**config.mk**
```make
export PLATFORM = sky130hd
export DESIGN_NAME = pipe_hazard_ctrl
export DESIGN_NICKNAME = d
export VERILOG_FILES = /design/src/rtl/pipe_hazard_ctrl.sv
export SDC_FILE = /design/constraint.sdc
export NUM_CORES = 1
export LEC_CHECK = 0
export CORE_ASPECT_RATIO = 1.25
export CORE_MARGIN = 2
export CORE_UTILIZATION = 49
export DETAILED_ROUTE_END_ITERATION = 10
export HOLD_SLACK_MARGIN = 0.12
export PLACE_DENSITY = 0.79
export SLEW_MARGIN = 20
export SYNTH_ARGS = -nofsm -noshare
export SYNTH_HDL_FRONTEND = slang
export SYNTH_SLANG_ARGS = --single-unit
```
**constraint.sdc**
```tcl
create_clock -name clk -period 2.3 [get_ports clk]
set_input_delay 0.345 -clock clk [delete_from_list [all_inputs] [get_ports clk]]
set_output_delay 0.345 -clock clk [all_outputs]
set_load 0.005 [all_outputs]
```
**src/rtl/pipe_hazard_ctrl.sv**
```systemverilog
// Hazard controller for the 5-stage core: operand forwarding, load-use stall and jump/branch flush.
// Optional build macro R0_ZERO_EN treats register 0 as hard-wired zero (no forwarding, no stalls on it).
module pipe_hazard_ctrl #(
  parameter int REG_AW    = 3,
  parameter int FWD_DEPTH = 2,
  parameter int SEL_W     = 2,
  parameter int CNT_W     = 16
) (
  input  logic              clk,
  input  logic              reset,
  input  logic              id_valid,
  input  logic [REG_AW-1:0] id_rs1,
  input  logic [REG_AW-1:0] id_rs2,
  input  logic              id_rs1_use,
  input  logic              id_rs2_use,
  input  logic [REG_AW-1:0] id_rd,
  input  logic              id_wb,
  input  logic              id_load,
  input  logic              ex_jump,
  input  logic              mem_branch,
  output logic [SEL_W-1:0]  fwd_sel_a,
  output logic [SEL_W-1:0]  fwd_sel_b,
  output logic              stall_pc,
  output logic              stall_ifid,
  output logic              bubble_idex,
  output logic              flush_ifid,
  output logic              flush_idex,
  output logic              flush_exmem,
  output logic [CNT_W-1:0]  stall_cnt,
  output logic [CNT_W-1:0]  flush_cnt
);

`ifdef R0_ZERO_EN
  localparam bit R0_HARD = 1'b1;
`else
  localparam bit R0_HARD = 1'b0;
`endif

  function automatic logic is_r0(input logic [REG_AW-1:0] r);
    return R0_HARD && (r == '0);
  endfunction

  function automatic logic [CNT_W-1:0] sat_inc(input logic [CNT_W-1:0] c);
    return (&c) ? c : c + 1'b1;
  endfunction

  // ID/EX tag (p0)
  logic              vld_p0;
  logic [REG_AW-1:0] rs1_p0, rs2_p0, rd_p0;
  logic              u1_p0, u2_p0, wb_p0, ld_p0;

  // Post-EX tags, index k = stage k after EX
  logic              vld_px [1:FWD_DEPTH];
  logic [REG_AW-1:0] rd_px  [1:FWD_DEPTH];
  logic              wb_px  [1:FWD_DEPTH];
  logic              ld_px  [1:FWD_DEPTH];

  logic hz, any_flush, stall_eff;

  // Scan oldest to youngest so the youngest matching producer is the last write.
  always_comb begin
    fwd_sel_a = '0;
    fwd_sel_b = '0;
    for (int k = FWD_DEPTH; k >= 1; k--) begin
      if (vld_px[k] && wb_px[k] && !is_r0(rd_px[k]) && !(k == 1 && ld_px[k])) begin
        if (vld_p0 && u1_p0 && !is_r0(rs1_p0) && rd_px[k] == rs1_p0) fwd_sel_a = SEL_W'(k);
        if (vld_p0 && u2_p0 && !is_r0(rs2_p0) && rd_px[k] == rs2_p0) fwd_sel_b = SEL_W'(k);
      end
    end
  end

  always_comb begin
    hz = id_valid && vld_p0 && ld_p0 && wb_p0 && !is_r0(rd_p0) &&
         ((id_rs1_use && id_rs1 == rd_p0) || (id_rs2_use && id_rs2 == rd_p0));
    flush_exmem = mem_branch;
    flush_idex  = mem_branch || ex_jump;
    flush_ifid  = mem_branch || ex_jump;
    any_flush   = flush_idex;
    stall_eff   = hz && !any_flush;
    stall_pc    = stall_eff;
    stall_ifid  = stall_eff;
    bubble_idex = stall_eff;
  end

  // ID -> EX stage boundary
  always_ff @(posedge clk) begin
    if (reset) vld_p0 <= 1'b0;
    else       vld_p0 <= (flush_idex || bubble_idex) ? 1'b0 : id_valid;
    rs1_p0 <= id_rs1;
    rs2_p0 <= id_rs2;
    u1_p0  <= id_rs1_use;
    u2_p0  <= id_rs2_use;
    rd_p0  <= id_rd;
    wb_p0  <= id_wb;
    ld_p0  <= id_load;
  end

  // EX -> post-EX stage boundaries
  always_ff @(posedge clk) begin
    if (reset) vld_px[1] <= 1'b0;
    else       vld_px[1] <= flush_exmem ? 1'b0 : vld_p0;
    rd_px[1] <= rd_p0;
    wb_px[1] <= wb_p0;
    ld_px[1] <= ld_p0;
    for (int k = 2; k <= FWD_DEPTH; k++) begin
      if (reset) vld_px[k] <= 1'b0;
      else       vld_px[k] <= vld_px[k-1];
      rd_px[k] <= rd_px[k-1];
      wb_px[k] <= wb_px[k-1];
      ld_px[k] <= ld_px[k-1];
    end
  end

  always_ff @(posedge clk) begin
    if (reset) begin
      stall_cnt <= '0;
      flush_cnt <= '0;
    end else begin
      if (stall_eff) stall_cnt <= sat_inc(stall_cnt);
      if (any_flush) flush_cnt <= sat_inc(flush_cnt);
    end
  end

endmodule

```
==> reports/results.ini <==
[run_status]
status=completed

[die]
ios=60
coreArea_sq_um=4970
fp.dieH_microns=83.7
die_area_sq_um=5670
start_util=0.500
die_x_microns=67.7
rows=29

[sta]
final.setup_skew_ns=0.00533
slew_viol_final=0
hold_viol=0
finalWorstPathRequiredPeriod_ns=2.21
setup_violations=0
fmax_mhz=452
fin_crit_sh=0.963
slew-limit-headroom=0.520
final.setup.worst_slack_ns=0.0860
setup_tns_ns=0
hold_slack_ns=0.312
rsz0062_at_grt=true
worst_pin_slew_ns=0.714

[route]
wire_per_inst_microns=14.9
viasPerCell=5.52
drt_iter0_drc=86
num_vias=2291
antenna_left=0
drc=0
routed_wl_microns=6190
firstDrtPassIters=4

[synth]
syn_area_sq_um=2490
synth_warnings=0
synth_edf_count=0
synth_cell_types=45
synth-seq-cells=57
synth_cells=266
syn_nets=286
async_reset_ff_frac=0
ys.flop_type=dfxtp_1
synth_area_per_cell_sq_um=9.35
yosysTopAreaCellShare=0.459
synthTopCellsByArea=dfxtp_1, xnor2_1, nor2_1, nand4_1, nand3_1
synth_area_leader_cell=dfxtp_1
yosysSeqAreaShare=0.459

[cells_and_area]
stdcell_count=415
fin_nets=368
area.growth.synth_to_final_pct=41.4
drive_gt1_frac=0.193
diodes=0
layout_commonest_cell=dfxtp_1
final_cell_mix=dfxtp_1, clkdlybuf4s50_1, nor2_1

[global_route]
antenna_found_initial=0
overflow=0
grt_max_degree=25
grt_pass1_vias=2177
grt_pass1_wl_microns=9870
grt_usage=0.232

[worst_setup_path]
cp-end-kind=output port
worst-setup-path-type=flip-flop to output port
worstPathRequired_ns=1.96
cp_max_fo=3
critPathMaxStageDelay_ns=0.56
start_kind=flip-flop
path_cells=xor2_2 -> nor4_2 -> nor4_1 -> clkdlybuf4s50_1
crit_arrival_ns=1.87
slowest_stage=clkdlybuf4s50_1

[clock_tree]
clkTransAtPathRegs_ns=0.06
cts_tree=yes
htreeDepth=3
cts.path.max_buffers=2
insertion_delay_ns=0.33
clock_sinks=57
cts_made_buffers=9
cts_hold_buf=0
cts_root_buffer=clkbuf_8

[place]
gp_congestion=0.854
dp_hpwl_microns=4230
portBuffers=59
dp.cells=391
pre_cts_ws_ns=-0.225

[pwr]
power.density_cell_area_nw_per_um2=575
finalPower_mw=2.02
ir_drop_uv=365
p_leak_nw=1.26

[flow_run]
cap_violations=0

[min_path]
hp-class=primary input to flip-flop

[power breakdown]
| part | internal (mW) | switching [mW] | leakage (nW) | total, mW |
|---|---|---|---|---|
| registers | 1.02 | 0.0271 | 0.468 | 1.04 |
| logic | 0.0874 | 0.0663 | 0.699 | 0.154 |
| clock network | 0.445 | 0.381 | 0.0932 | 0.826 |
| total | 1.55 | 0.475 | 1.26 | 2.02 |
[final cells by class]
cell class                      instances  area [sq um]
Inverter                                4          15.0
Fill cell                             364          1450
Tap cell                               62          77.6
Multi-Input combinational cell        192          1340
Sequential cell                        57          1150
Clock inverter                          3          15.0
Clock buffer                           13           159
Timing Repair Buffer                   84           768
[routing by layer]
| layer | vias up | GRT usage | part of all wire |
|---|---|---|---|
| li1 | 1124 | - | - |
| met1 | 1086 | 0.265 | 0.42 |
| met2 | 69 | 0.391 | 0.51 |
| met3 | 12 | 0.0499 | 0.059 |
| met4 | 0 | 0.117 | 0.015 |
| met5 | - | 0 | 0 |
[Yosys cell counts, types with 2 or more instances]
master and number:
dfxtp_1 57, nor2_1 30, xnor2_1 26, nand3_1 18
nand4_1 16, a21oi_1 12, nand2_1 11, nor3_1 7
nor4_1 7, nor2b_1 6, xor2_1 6, clkbuf_1 5
mux2_2 5, o21ai_0 5, or3_1 5, a311oi_1 4
and3_1 4, and4_1 4, buf_4 4, inv_1 4
a31o_2 2, a31oi_1 2, and2_1 2, buf_2 2
ha_1 2
[stage by stage]
| stage | cell area, sq um | utilization |
|---|---|---|
| 6_report | 3520 | 0.708 |
| 3_5_place_dp | 3210 | 0.646 |
| 3_3_place_gp | 3210 | 0.646 |
| 5_1_grt | 3520 | 0.708 |
| 4_1_cts | 3460 | 0.696 |
| 2_1_floorplan | 2490 | - |
[final timing paths]
kind	start	to	slack, ns	cells past startpoint
max	rd_px[1][1]	fwd_sel_a[1]	0.09	4
min	id_rs2[0]	rs2_p0[0]	0.31	1
max reg2reg	rd_p0[1]	stall_cnt[13]	0.10	11
min reg2reg	wb_px[1]	wb_px[2]	0.36	0
[registers in the layout, indices dropped and copies added (netlist names), 2 cells and up]
register   cells
wb_px          2
stall_cnt     16
rs2_p0         3
rd_p0          3
rd_px          6
flush_cnt     16
vld_px         2
rs1_p0         3
[cells by family (layout without fill, tap and decap cells)]
logic type,count (synthesis),after routing,share of synthesized area
and+or+nand+nor,118,118,0.257
DFF,57,57,0.459
AOI/OAI and AO/OA,34,34,0.0991
xor gates and xnor gates,32,32,0.113
buffers and inverters,17,104,0.0357
muxes,6,6,0.0267
adders and majority gates,2,2,0.0101
[critical path, delay by kind of cell, from the launching register on]
kind                   cells  cell delay (ns)
XOR/XNOR                   1             0.22
flip-flops                 1             0.42
AND/OR/NAND/NOR            2             0.35
buffers and inverters      1             0.56
[repair_timing]
item,4_1_cts,5_1_grt
pin swaps,8,4
gates resized for setup,14,10
setup endpoints to repair,3,8
buffers inserted,7,1
Power figures use the tool's default switching activity.
